==> src/rtl/instr_sequencer.sv <==
// ============================================================================
//  Module   : instr_sequencer
//  Brief    : Presents stored instructions to a datapath, each held for a fixed
//             number of cycles, with looping, abort and zero-flag counting.
//  Revision : 1.0
// ============================================================================
`default_nettype none

module instr_sequencer #(
  parameter int INSTR_W     = 32,
  parameter int DEPTH       = 16,
  parameter int HOLD_CYCLES = 5,
  parameter int AW          = $clog2(DEPTH)
) (
  input  logic               clk,
  input  logic               rst,
  input  logic               load_en,
  input  logic [AW-1:0]      load_addr,
  input  logic [INSTR_W-1:0] load_data,
  input  logic               start,
  input  logic [AW:0]        num_instr,
  input  logic               loop_en,
  input  logic               abort,
  input  logic               zf,
  output logic [INSTR_W-1:0] instr,
  output logic               instr_valid,
  output logic               busy,
  output logic               done,
  output logic [AW-1:0]      idx,
  output logic [AW:0]        zf_count
);

  localparam int            HW        = (HOLD_CYCLES > 1) ? $clog2(HOLD_CYCLES) : 1;
  localparam logic [HW-1:0] HOLD_LAST = HW'(HOLD_CYCLES - 1);
  localparam logic [AW:0]   DEPTH_CNT = (AW + 1)'(DEPTH);

  typedef enum logic [1:0] {
    S_IDLE = 2'd0,
    S_RUN  = 2'd1,
    S_FIN  = 2'd2
  } state_e;

  state_e               state_q, state_d;
  logic [AW-1:0]        idx_q, idx_d;
  logic [AW:0]          count_q, count_d;
  logic [AW:0]          zf_count_q, zf_count_d;
  logic [HW-1:0]        hold_q, hold_d;
  logic [INSTR_W-1:0]   mem_q [DEPTH];
  logic                 last_hold;
  logic                 last_entry;

  assign last_hold  = (hold_q == HOLD_LAST);
  assign last_entry = ({1'b0, idx_q} == (count_q - (AW + 1)'(1)));

  // Store is written only while idle and is deliberately not reset.
  always_ff @(posedge clk) begin
    if (!rst && load_en && (state_q == S_IDLE)) begin
      mem_q[load_addr] <= load_data;
    end
  end

  always_ff @(posedge clk) begin
    if (rst) begin
      state_q    <= S_IDLE;
      idx_q      <= '0;
      count_q    <= '0;
      zf_count_q <= '0;
      hold_q     <= '0;
    end else begin
      state_q    <= state_d;
      idx_q      <= idx_d;
      count_q    <= count_d;
      zf_count_q <= zf_count_d;
      hold_q     <= hold_d;
    end
  end

  always_comb begin
    state_d    = state_q;
    idx_d      = idx_q;
    count_d    = count_q;
    zf_count_d = zf_count_q;
    hold_d     = hold_q;
    unique case (state_q)
      S_IDLE: begin
        if (start) begin
          if (num_instr == '0) begin
            state_d = S_FIN;
          end else begin
            count_d    = (num_instr > DEPTH_CNT) ? DEPTH_CNT : num_instr;
            zf_count_d = '0;
            idx_d      = '0;
            hold_d     = '0;
            state_d    = S_RUN;
          end
        end
      end
      S_RUN: begin
        // Abort takes precedence, including over the final hold completion.
        if (abort) begin
          state_d = S_IDLE;
        end else if (last_hold) begin
          hold_d = '0;
          if (zf && !(&zf_count_q)) begin
            zf_count_d = zf_count_q + (AW + 1)'(1);
          end
          if (!last_entry) begin
            idx_d = idx_q + AW'(1);
          end else if (loop_en) begin
            idx_d = '0;
          end else begin
            state_d = S_FIN;
          end
        end else begin
          hold_d = hold_q + HW'(1);
        end
      end
      S_FIN: begin
        state_d = S_IDLE;
      end
      default: begin
        state_d = S_IDLE;
      end
    endcase
  end

  always_comb begin
    instr       = '0;
    instr_valid = 1'b0;
    busy        = 1'b0;
    done        = 1'b0;
    unique case (state_q)
      S_RUN: begin
        instr       = mem_q[idx_q];
        instr_valid = 1'b1;
        busy        = 1'b1;
      end
      S_FIN: begin
        busy = 1'b1;
        done = 1'b1;
      end
      default: begin
        busy = 1'b0;
      end
    endcase
  end

  assign idx      = idx_q;
  assign zf_count = zf_count_q;

endmodule

`default_nettype wire
==> config.mk <==
export PLATFORM = sky130hd
export DESIGN_NAME = instr_sequencer
export DESIGN_NICKNAME = d
export VERILOG_FILES = /design/src/rtl/instr_sequencer.sv
export SDC_FILE = /design/constraint.sdc
export NUM_CORES = 1
export LEC_CHECK = 0
export ABC_AREA = 1
export CORE_MARGIN = 2
export CORE_UTILIZATION = 35
export CTS_CLUSTER_SIZE = 25
export DETAILED_ROUTE_END_ITERATION = 7
export GPL_TIMING_DRIVEN = 1
export PLACE_DENSITY = 0.54
export SYNTH_ARGS = -nofsm -noshare
export SYNTH_HDL_FRONTEND = slang
export SYNTH_SLANG_ARGS = --single-unit
==> constraint.sdc <==
create_clock -name clk -period 8.2 [get_ports clk]
set_clock_uncertainty 0.05 [all_clocks]
set_input_delay 1.23 -clock clk [delete_from_list [all_inputs] [get_ports clk]]
set_output_delay 1.23 -clock clk [all_outputs]
set_load 0.02 [all_outputs]
==> Word level (Yosys, flattened, before mapping) <==
Memory sizes are Yosys's and may differ from the RTL's. A register that Yosys moved wholly into a read port is not among the register bits.
Cells that the tools add are included.
{ "word_totals": {"ff_bits": 19, "output_inout_bits": 44, "memories": 1, "mem_bits_rw": 512, "input_bits": 48} }
{ "memory_table": {"columns": ["name", "words", "width", "rd", "rd_clocked_by_memory_dff", "write_ports", "line", "text"], "rows": [
  ["mem_q", 16, 32, 1, 1, 1, "48", "logic [INSTR_W-1:0] mem_q [DEPTH];"]
]} }
{ "classes": {"magnitude_cmp": 1, "n_reduce_logical": 15, "eq_ne": 13, "add_sub_neg": 4, "mux": 34, "bitwise": 1} }
{ "ops": {"columns": ["operator", "n"], "rows": [
  ["32-bit 2-to-1 mux", 1],
  ["4-bit 2-to-1 mux", 8],
  ["5-bit 2-to-1 mux", 6],
  ["2-bit 2-to-1 mux", 6],
  ["3-bit 2-to-1 mux", 4],
  ["3-bit inequality test (second input constant)", 4],
  ["6-bit AND reduction", 2],
  ["2-bit inequality test (second input constant)", 5],
  ["5-bit case mux with 2 select lines", 1],
  ["4-bit case mux with 2 select lines", 1],
  ["4-bit AND reduction", 2],
  ["3-bit case mux with 2 select lines", 1],
  ["5-bit by 1-bit adder with 5-bit output (second input constant)", 1],
  ["4-bit by 5-bit equality test with 1-bit output", 1],
  ["5-bit greater-than comparator (second input constant)", 1],
  ["5-bit logical NOT", 1],
  ["1-bit 2-to-1 mux", 5],
  ["5-bit AND reduction", 1],
  ["5-bit by 1-bit subtractor with 5-bit output (second input constant)", 1],
  ["4-bit by 1-bit adder with 4-bit output (second input constant)", 1],
  ["2-bit case mux with 2 select lines", 1],
  ["3-bit by 1-bit adder with 3-bit output (second input constant)", 1],
  ["3-bit equality test (second input constant)", 1],
  ["1-bit logical AND", 3],
  ["other kinds (8)", 9]
]} }

==> Depth between registers and ports, before layout <==
{ "logic_depth": {"depth_word": 8, "depth_mapped": 13, "ltp_nobuf": 13} }

==> Worst setup path after synthesis <==
Ideal clock, no wire load.
{ "synth_timing": {"path_type": "input port to flip-flop", "startpoint": "input port rst", "endpoint": "memory mem_q[10][0] (enable)", "path_stages": 4, "path_buffers": 1, "path_slack_ps": 4630, "arrival_time_ps": 3099, "cell_sequence": "clkbuf_1 nor2_1 nand3_1 nor2_1"} }
{ "synth_via": {"elab_chain_len": 5} }
{ "synth_rtl": {"columns": ["element", "line", "text"], "rows": [
  ["start: declaration", "16", "input logic rst,"],
  ["1-bit logical NOT", "57", "if (!rst && load_en && (state_q == S_IDLE)) begin"],
  ["1-bit logical AND (2 in a row)", "57", null],
  ["1-bit 2-to-1 mux", "57", null],
  ["1-bit 2-to-1 mux (not written as such)", "58", "mem_q[load_addr] <= load_data;"],
  ["end: declaration", "48", null]
]} }
No other way between the ends.

==> results_dict.tcl <==
set metrics [dict create \
    cp_max_fo 117 \
    crit_path_start_kind "register" \
    syn_area_um2 21200 \
    crit_path_cell_trace "inv_8 -> buf_4 -> o21ai_0 -> o22ai_1 -> o211ai_1 -> a21oi_1 -> clkdlybuf4s50_1" \
    cp.arrival_ns 4.28 \
    worst_pin_slew_ns 1.10 \
    drive_gt1_share_pct 8.33 \
    clk_latency_ns 0.60 \
    slew-limit-headroom_pct 26.6 \
    ant_nets 0 \
    r2r-start "state_q[1]" \
    syn_nets 1630 \
    synth.area.top_cells "edfxtp_1, nor2_1, o21ai_0, o221ai_1, dfxtp_1" \
    synth-seq-cells 535 \
    io_pins 92 \
    max_freq_ghz 0.180 \
    post_drt_wl_per_cell_um 22.5 \
    grt_pass1_vias 13200 \
    cp.required_ns 6.92 \
    first_pass_iters 5 \
    clkSinkCount 535 \
    postCtsSetupBuffers 0 \
    synth_ff_type "edfxtp_1" \
    min_path_type "reg2reg" \
    fin_crit_ns 5.56 \
    hold_viol_final 0 \
    clock_path_buffers 3 \
    ys_types 28 \
    dieArea_um2 62400 \
    synthCells 1573 \
    grt_max_degree 118 \
    start_util_pct 35.3 \
    synth_top_area_share_pct 72.6 \
    stdcell_count 2463 \
    grtUsageTotal_pct 17.4 \
    ir_worst_vdd_uv 154 \
    hpwl_um 25800 \
    area_growth_pct 16.7 \
    post-route-period-util_pct 67.8 \
    drtIter0Drc 1069 \
    avgSynthCellArea_um2 13.5 \
    cts_tree "yes" \
    htree_levels 2 \
    hold_buffers 0 \
    regToRegSetupSlack_ns 5.35 \
    critPathSlowestCell "buf_4" \
    cts_root_buf "clkbuf_16" \
    row_count 90 \
    grt_pass1_wl_um 82100 \
    rsz0062_at_grt "no" \
    hold_start "count_q[4]" \
    wirelength_um 55400 \
    core_um2 60000 \
    layout.nets 1692 \
    grt_overflow 0 \
    power.leakage_nw 7.70 \
    cts.repair.resized 0 \
    power.density_nw_per_um2 248 \
    cts-buffers-inserted 54 \
    cp-end-kind "output pin" \
    critPathMaxStageDelay_ns 0.78 \
    drc 0 \
    min_to "count_q[4]" \
    vias 13200 \
    setup_violations 0 \
    antenna_found_initial 3 \
    post-place-cells 2361 \
    maxCapViolCount 0 \
    synthTopCellsByCount "edfxtp_1, nor2_1, o21ai_0, o221ai_1, o21ai_1" \
    synth_edf_count 512 \
    async_flop_share_pct 0 \
    place.gp.congestion 0.742 \
    clk_pin_slew_ns 0.06 \
    port_buffers 91 \
    r2r_end "mem_q[15][16]" \
    fin_setup_tns_ns 0 \
    crit_type "reg2out" \
    die_x_um 250 \
    r2r_cells 7 \
    ys_seq_area_share_pct 74.8 \
    yosys_warnings 0 \
    status "finished clean" \
    fp.dieH_um 250 \
    slew_violations 0 \
    viasPerCell 5.37 \
    whs_path_depth 2 \
    synth.most_common_cell "edfxtp_1" \
    yosys.area.top_type "edfxtp_1" \
]
state kept, by name (all words and copies together) (netlist names), named ones only:
name      flops
mem_q       512
count_q       5
zf_count      5
idx           4
hold_q        3
state_q       2
power breakdown:
part / leakage [nW] / switching (mW) / internal [mW] / total [mW]
registers: 4.80 / 0.0303 / 3.02 / 3.05
logic: 1.99 / 0.355 / 0.156 / 0.511
clock network: 0.914 / 1.03 / 1.54 / 2.57
final cells by class:
type                    count  area (µm²)
fillers                  5508       35300
flip-flops and latches    535       15800
multi-input cells         889        4740
clock buffers              61        1400
repair buffers            118        1110
well taps                 782         978
clock inverters            40         462
inverters                  37         148
diodes                      1        2.50
worst max path at each step:
stage,startpoint,endpoint,slack (ns),cells past startpoint
floorplan,rst,mem_q[10][0],4.63,4
global placement,register,instr[23],3.20,7
detailed placement,register,instr[23],3.20,7
CTS,register,instr[23],2.52,7
global route,register,instr[19],2.38,7
finish,register,instr[19],2.64,7
metal layers:
layer	share of wire (%)	GRT usage, %	routed length (µm)	vias to the layer above
met4	1.8	4.49	998	4
li1	-	-	-	6106
met3	4.9	2.89	2740	78
met5	0.043	0	24	-
met2	49	30.0	27100	319
met1	44	22.8	24500	6731
logic make-up after synthesis:
| family | share of synthesized area, % |
|---|---|
| XOR/XNOR | 0.124 |
| AND/OR/NAND/NOR | 7.39 |
| buffers and inverters | 3.35 |
| flip-flops | 74.8 |
| AO/OA/AOI/OAI | 13.8 |
| adder cells (fa/ha/maj) | 0.532 |
per-stage QoR:
step | cell area [µm²] | util [%] | worst slack [ns] | hold slack, ns | total power [mW]
floorplan | 21200 | - | 4.63 | 0.393 | 3.45
global placement | 22800 | 38.0 | 3.20 | 0.413 | 3.61
detailed placement | 22800 | 38.0 | 3.20 | 0.414 | 3.62
CTS | 24700 | 41.1 | 2.52 | 0.427 | 6.19
global route | 24700 | 41.1 | 2.38 | 0.459 | 6.34
finish | 24700 | 41.1 | 2.64 | 0.423 | 6.13
cell usage in the layout, fill, tap and decap left out, types with 5 or more instances in the layout:
cell	count
o21ai_1	82
o22ai_1	36
clkbuf_16	55
o211ai_1	36
buf_4	27
nand2_1	43
inv_2	8
clkbuf_1	6
edfxtp_1	512
clkinv_2	12
nor2_1	280
ha_1	9
o21ai_0	179
bufinv_16	10
nand4_1	5
o221ai_1	92
clkdlybuf4s50_1	91
clkinv_1	15
dfxtp_1	19
a21oi_1	54
inv_1	26
nand3_1	42
nor2_4	16
critical path: cells and delay by family (launching register included):
| family | cells | cell delay (ns) |
|---|---|---|
| buffers and inverters | 3 | 2.04 |
| flip-flops | 1 | 0.56 |
| AO/OA/AOI/OAI | 4 | 0.87 |
(Power assumes the default switching activity.)
